<file path="src/rtl/lsu_pkg.sv">
// Shared types and helpers for the load/store unit: FSM states, dm_ctrl
// encodings (RISC-V funct3), access-size decode and byte-enable generation.
package lsu_pkg;

  typedef enum logic [1:0] {
    ST_IDLE,
    ST_REQ,
    ST_WAIT,
    ST_DONE
  } lsu_state_e;

  typedef enum logic [1:0] {
    SZ_B,
    SZ_H,
    SZ_W
  } lsu_size_e;

  localparam logic [2:0] DM_B  = 3'b000;
  localparam logic [2:0] DM_H  = 3'b001;
  localparam logic [2:0] DM_W  = 3'b010;
  localparam logic [2:0] DM_BU = 3'b100;
  localparam logic [2:0] DM_HU = 3'b101;

  // Reserved encodings (011, 110, 111) fall into the word case.
  function automatic lsu_size_e ctrl_size(input logic [2:0] ctrl);
    case (ctrl)
      DM_B, DM_BU: ctrl_size = SZ_B;
      DM_H, DM_HU: ctrl_size = SZ_H;
      default:     ctrl_size = SZ_W;
    endcase
  endfunction

  function automatic logic [3:0] byte_en(input logic [2:0] ctrl, input logic [1:0] off);
    case (ctrl_size(ctrl))
      SZ_B:    byte_en = 4'b0001 << off;
      SZ_H:    byte_en = 4'b0011 << off;
      default: byte_en = 4'b1111;
    endcase
  endfunction

  function automatic logic is_misaligned(input logic [2:0] ctrl, input logic [1:0] off);
    case (ctrl_size(ctrl))
      SZ_B:    is_misaligned = 1'b0;
      SZ_H:    is_misaligned = off[0];
      default: is_misaligned = (off != 2'b00);
    endcase
  endfunction

endpackage

</file>
<file path="src/rtl/lsu_align.sv">
// Lane logic: replicates store data across byte lanes and extracts/extends
// the addressed byte or half of a loaded word.
module lsu_align
  import lsu_pkg::*;
(
  input  logic [2:0]  ctrl,
  input  logic [1:0]  off,
  input  logic [31:0] st_data,
  input  logic [31:0] ld_word,
  output logic [31:0] st_lanes,
  output logic [31:0] ld_data
);

  logic [7:0]  ld_byte;
  logic [15:0] ld_half;
  logic        sign_ext;

  // Halves are only ever taken from aligned offsets, so off[1] picks the lane.
  assign ld_byte  = ld_word[{off, 3'b000} +: 8];
  assign ld_half  = ld_word[{off[1], 4'b0000} +: 16];
  assign sign_ext = ~ctrl[2];

  // NOTE: every output gets a default before the case so no latch is inferred.
  always_comb begin
    st_lanes = st_data;
    ld_data  = ld_word;
    case (ctrl_size(ctrl))
      SZ_B: begin
        st_lanes = {4{st_data[7:0]}};
        ld_data  = {{24{sign_ext & ld_byte[7]}}, ld_byte};
      end
      SZ_H: begin
        st_lanes = {2{st_data[15:0]}};
        ld_data  = {{16{sign_ext & ld_half[15]}}, ld_half};
      end
      default: ;
    endcase
  end

endmodule

</file>
<file path="src/rtl/lsu_ctrl.sv">
// Load/store controller: issues one handshaked memory access per load/store,
// stalls the core until it completes, flags misalignment and bus timeouts.
module lsu_ctrl
  import lsu_pkg::*;
#(
  parameter int unsigned TIMEOUT = 16
) (
  input  logic        clk,
  input  logic        rst,
  input  logic        req_valid,
  input  logic        dm_wr,
  input  logic [2:0]  dm_ctrl,
  input  logic [31:0] addr,
  input  logic [31:0] wdata,
  output logic        stall,
  output logic [31:0] rdata,
  output logic        misaligned,
  output logic        bus_err,
  output logic        mem_req,
  output logic        mem_we,
  output logic [3:0]  mem_be,
  output logic [31:0] mem_addr,
  output logic [31:0] mem_wdata,
  input  logic        mem_gnt,
  input  logic        mem_rvalid,
  input  logic [31:0] mem_rdata
);

  localparam logic [7:0] CNT_LAST = 8'(TIMEOUT - 1);

  lsu_state_e  state_q, state_d;
  logic        wr_q, wr_d;
  logic [2:0]  ctrl_q, ctrl_d;
  logic [31:0] addr_q, addr_d;
  logic [31:0] wdata_q, wdata_d;
  logic [31:0] rdata_q, rdata_d;
  logic        err_q, err_d;
  logic [7:0]  cnt_q, cnt_d;

  logic        misalign_hit;
  logic        timeout_hit;
  logic [2:0]  align_ctrl;
  logic [1:0]  align_off;
  logic [31:0] st_lanes;
  logic [31:0] ld_data;

  // Store lanes come from the live inputs while idle; load extraction uses
  // the registered access once the request is in flight.
  assign align_ctrl = (state_q == ST_IDLE) ? dm_ctrl : ctrl_q;
  assign align_off  = (state_q == ST_IDLE) ? addr[1:0] : addr_q[1:0];

  lsu_align u_align (
    .ctrl     (align_ctrl),
    .off      (align_off),
    .st_data  (wdata),
    .ld_word  (mem_rdata),
    .st_lanes (st_lanes),
    .ld_data  (ld_data)
  );

  assign misalign_hit = is_misaligned(dm_ctrl, addr[1:0]);
  assign misaligned   = req_valid & misalign_hit & (state_q == ST_IDLE);
  assign stall        = req_valid & ~misaligned & (state_q != ST_DONE);
  assign timeout_hit  = (cnt_q == CNT_LAST);

  always_comb begin
    state_d = state_q;
    wr_d    = wr_q;
    ctrl_d  = ctrl_q;
    addr_d  = addr_q;
    wdata_d = wdata_q;
    rdata_d = rdata_q;
    cnt_d   = cnt_q;
    err_d   = 1'b0;
    case (state_q)
      ST_IDLE: begin
        if (req_valid && !misalign_hit) begin
          state_d = ST_REQ;
          wr_d    = dm_wr;
          ctrl_d  = dm_ctrl;
          addr_d  = addr;
          wdata_d = st_lanes;
          rdata_d = '0;
          cnt_d   = '0;
        end
      end
      ST_REQ: begin
        cnt_d = cnt_q + 8'd1;
        if (mem_gnt) begin
          state_d = wr_q ? ST_DONE : ST_WAIT;
        end else if (timeout_hit) begin
          state_d = ST_DONE;
          err_d   = 1'b1;
          rdata_d = '0;
        end
      end
      ST_WAIT: begin
        cnt_d = cnt_q + 8'd1;
        if (mem_rvalid) begin
          state_d = ST_DONE;
          rdata_d = ld_data;
        end else if (timeout_hit) begin
          state_d = ST_DONE;
          err_d   = 1'b1;
          rdata_d = '0;
        end
      end
      ST_DONE: state_d = ST_IDLE;
      default: state_d = ST_IDLE;
    endcase
  end

  // NOTE: sequential state uses non-blocking assignments so every flop samples
  // the pre-edge values, independent of statement order.
  always_ff @(posedge clk) begin
    if (rst) begin
      state_q <= ST_IDLE;
      wr_q    <= 1'b0;
      ctrl_q  <= '0;
      addr_q  <= '0;
      wdata_q <= '0;
      rdata_q <= '0;
      err_q   <= 1'b0;
      cnt_q   <= '0;
    end else begin
      state_q <= state_d;
      wr_q    <= wr_d;
      ctrl_q  <= ctrl_d;
      addr_q  <= addr_d;
      wdata_q <= wdata_d;
      rdata_q <= rdata_d;
      err_q   <= err_d;
      cnt_q   <= cnt_d;
    end
  end

  // Bus outputs are quiet outside REQ so the memory sees a clean request.
  assign mem_req   = (state_q == ST_REQ);
  assign mem_we    = mem_req & wr_q;
  assign mem_be    = mem_req ? byte_en(ctrl_q, addr_q[1:0]) : 4'b0000;
  assign mem_addr  = mem_req ? {addr_q[31:2], 2'b00} : 32'h0;
  assign mem_wdata = (mem_req && wr_q) ? wdata_q : 32'h0;
  assign rdata     = (state_q == ST_DONE) ? rdata_q : 32'h0;
  assign bus_err   = err_q;

endmodule

</file>
<file path="config.mk">
export PLATFORM = sky130hd
export DESIGN_NAME = lsu_ctrl
export DESIGN_NICKNAME = d
export VERILOG_FILES = /design/src/rtl/lsu_pkg.sv /design/src/rtl/lsu_align.sv /design/src/rtl/lsu_ctrl.sv
export SDC_FILE = /design/constraint.sdc
export NUM_CORES = 1
export LEC_CHECK = 0
export BUFFER_PORTS_ARGS = -buffer_cell sky130_fd_sc_hd__buf_2
export CAP_MARGIN = 0
export CORE_MARGIN = 5
export CORE_UTILIZATION = 51
export CTS_CLUSTER_SIZE = 14
export DETAILED_ROUTE_END_ITERATION = 12
export PLACE_DENSITY_LB_ADDON = 0.12
export SYNTH_ARGS = -nofsm -noshare
export SYNTH_HDL_FRONTEND = slang
export SYNTH_HIERARCHICAL = 1
export SYNTH_SLANG_ARGS = --single-unit
export TNS_END_PERCENT = 20
</file>
<file path="constraint.sdc">
create_clock -name clk -period 3.15 [get_ports clk]
set_input_delay 0 -clock clk [delete_from_list [all_inputs] [get_ports clk]]
set_output_delay 0 -clock clk [all_outputs]
set_load 0.01 [all_outputs]
</file>
==> flow_metrics.tcl <==
set metrics [dict create \
    outcome "finished clean" \
    rows 39 \
    io_buffers 207 \
    drive_gt1_share_pct 29.7 \
    yosysTopAreaCell "dfxtp_1" \
    critPathLaunchType "register" \
    synth_commonest_cells "dfxtp_1 (111), mux2i_1 (80), nor2_1 (80), and2_1 (63), a22o_1 (35)" \
    synth_ff_type "dfxtp_1" \
    grt_first_pass_wirelength_um 28900 \
    regToRegStartpoint "state_q[0]" \
    critPathKind "register to register" \
    drc 0 \
    p_per_area_nw_per_um2 555 \
    cts_buffer_depth 2 \
    hold_class "input port to register" \
    crit_arrival_ps 3240 \
    postCtsResizedCells 0 \
    cts_root_buffer "clkbuf_16" \
    htree_num_levels 3 \
    min_period_ps 2990 \
    rsz0062_at_grt "false" \
    holdBufCountCts 58 \
    numCtsBuffers 9 \
    ys_ff_latch 111 \
    yosysWarnings 6 \
    ir_drop_uv 399 \
    final-hold-violation-count 0 \
    power_leakage_nw 4.11 \
    post_synth.cell_area_avg_sq_um 8.91 \
    grt_overflow 0 \
    grt_antenna_before_repair 0 \
    first_global_vias 5830 \
    async_reset_ff_share_pct 0 \
    wirelength_um 18000 \
    synth_edf_count 0 \
    synth_top_area_share_pct 36.8 \
    area_growth_pct 31.0 \
    stdcell_count 1048 \
    ys_seq_area_share_pct 36.8 \
    setup_tns_ps 0 \
    synth.most_common_cell "dfxtp_1" \
    fp.dieH_um 119 \
    wl_per_cell_um 17.1 \
    drtPass1Iterations 5 \
    cts_tree "done" \
    fillers 931 \
    grt_start_max_net_pins 49 \
    final_nets 1012 \
    n_antenna_cell 0 \
    die_x_um 119 \
    slew_headroom_pct 41.7 \
    setup_violations 0 \
    crit_start "state_q[0]" \
    synth_cell_types 58 \
    min-delay-start "mem_rdata[19]" \
    netlist_area_sq_um 6030 \
    cp.required_ps 3400 \
    r2r_slack_ps 160 \
    clock.fmax_mhz 334 \
    viasPerCell 5.51 \
    antenna_left 0 \
    period_share_pct 95.0 \
    gp_congestion 0.851 \
    worst_slew_pin_slew_ps 874 \
    slew_viol_final 0 \
    finalClockSkew_ps 8.17 \
    fp.dieArea_sq_um 14100 \
    cp_max_fo 16 \
    insertion_delay_ps 360 \
    synthesis.instances 677 \
    cts_setup_buffers 0 \
    synth_area_leaders "dfxtp_1 (37%), mux2i_1 (13%), and2_1 (6.5%), a22o_1 (5.1%), nor2_1 (5.0%)" \
    core_region_area_sq_um 11500 \
    dp.cells 974 \
    crit_path_end_kind "register" \
    drtIter0Drc 384 \
    dp_hpwl_um 12600 \
    start_util_pct 52.4 \
    vias 5771 \
    max-cap-violations 0 \
    cts.sinks 111 \
    power.total_mw 4.39 \
    grt_use_total_pct 24.8 \
    clk_pin_slew_ps 70 \
    ios 210 \
]
==> layout make-up <==
cell class / count / area [sq um] / share of cell area [%]
clock buffers: 11 / 243 / 3.07
clock inverters: 5 / 66.3 / 0.839
inverters: 8 / 30.0 / 0.380
multi-input cells: 494 / 3450 / 43.7
flip-flops and latches: 111 / 2220 / 28.1
well taps: 143 / 179 / 2.26
repair buffers: 276 / 1710 / 21.7
==> kinds of logic after synthesis <==
group | after synthesis | share of synthesized area (%)
adders and majority gates | 7 | 1.45
and+or+nand+nor | 251 | 21.8
AOI/OAI and AO/OA | 128 | 15.4
muxes | 106 | 18.3
other | 1 | 0.0621
DFF | 111 | 36.8
buffers and inverters | 73 | 6.05
==> metal layers <==
metal  global-route usage [%]  up-vias  share of wire (%)  wire length (um)
met5                        0        -                  0                 0
met4                     7.68        0                2.2               395
met3                     8.50       31                7.8              1400
met2                     43.0      205                 50              8970
met1                     28.7     2733                 40              7200
li1                         -     2802                  -                 -
==> where the power goes <==
| part | switching [mW] | internal (mW) | total (mW) |
|---|---|---|---|
| combinational | 0.945 | 0.674 | 1.62 |
| clock | 0.551 | 0.648 | 1.20 |
| sequential | 0.0645 | 1.50 | 1.57 |
| total | 1.56 | 2.83 | 4.39 |
==> registers in the layout, indices dropped and copies added, names as in the netlist <==
| signal | cells |
|---|---|
| state_q | 2 |
| bus_err | 1 |
| wr_q | 1 |
| ctrl_q | 3 |
| addr_q | 32 |
| rdata_q | 32 |
| wdata_q | 32 |
| cnt_q | 8 |
==> worst max-delay path, stage by stage, from the launching register on <==
cell,delay (ps)
dfxtp_1,360
inv_1,160
ha_1,520
mux2_1,560
nor2_1,230
mux2i_2,630
o21ai_0,190
a22o_1,230
==> cells in the final DEF (no fill, tap or decap), types with 3 or more instances in the layout <==
cell	count
o21ai_1	6
inv_1	8
a221o_1	10
a21oi_1	21
dlygate4sd3_1	58
clkbuf_16	9
dfxtp_1	111
nand2_1	31
a21o_1	3
or3_1	3
mux2_2	20
and2_1	63
mux2i_1	80
nor2b_1	10
and3_1	33
ha_1	6
buf_4	10
o21a_1	4
a22o_1	35
mux2_1	4
nand3_1	11
buf_2	207
nor2_1	80
o211ai_1	3
o21ai_0	27
==> through the flow <==
step	utilization [%]	instance area [sq um]	hold WS, ps	setup slack [ps]
final	68.6	7910	2.09	159
after global routing	68.6	7910	20.7	6.16
after CTS	68.6	7910	0.538	223
after detailed placement	60.9	7020	239	238
after global placement	60.9	7020	231	365
after floorplan	-	6040	99.5	654
==> worst paths after layout <==
kind	to	depth (start not counted)
worst min-delay path	rdata_q[19]	4
worst min register to register	rdata_q[6]	1
worst max-delay path	rdata_q[27]	7
worst max register to register	rdata_q[27]	7
Note: power is estimated with default switching activity, not from simulation.
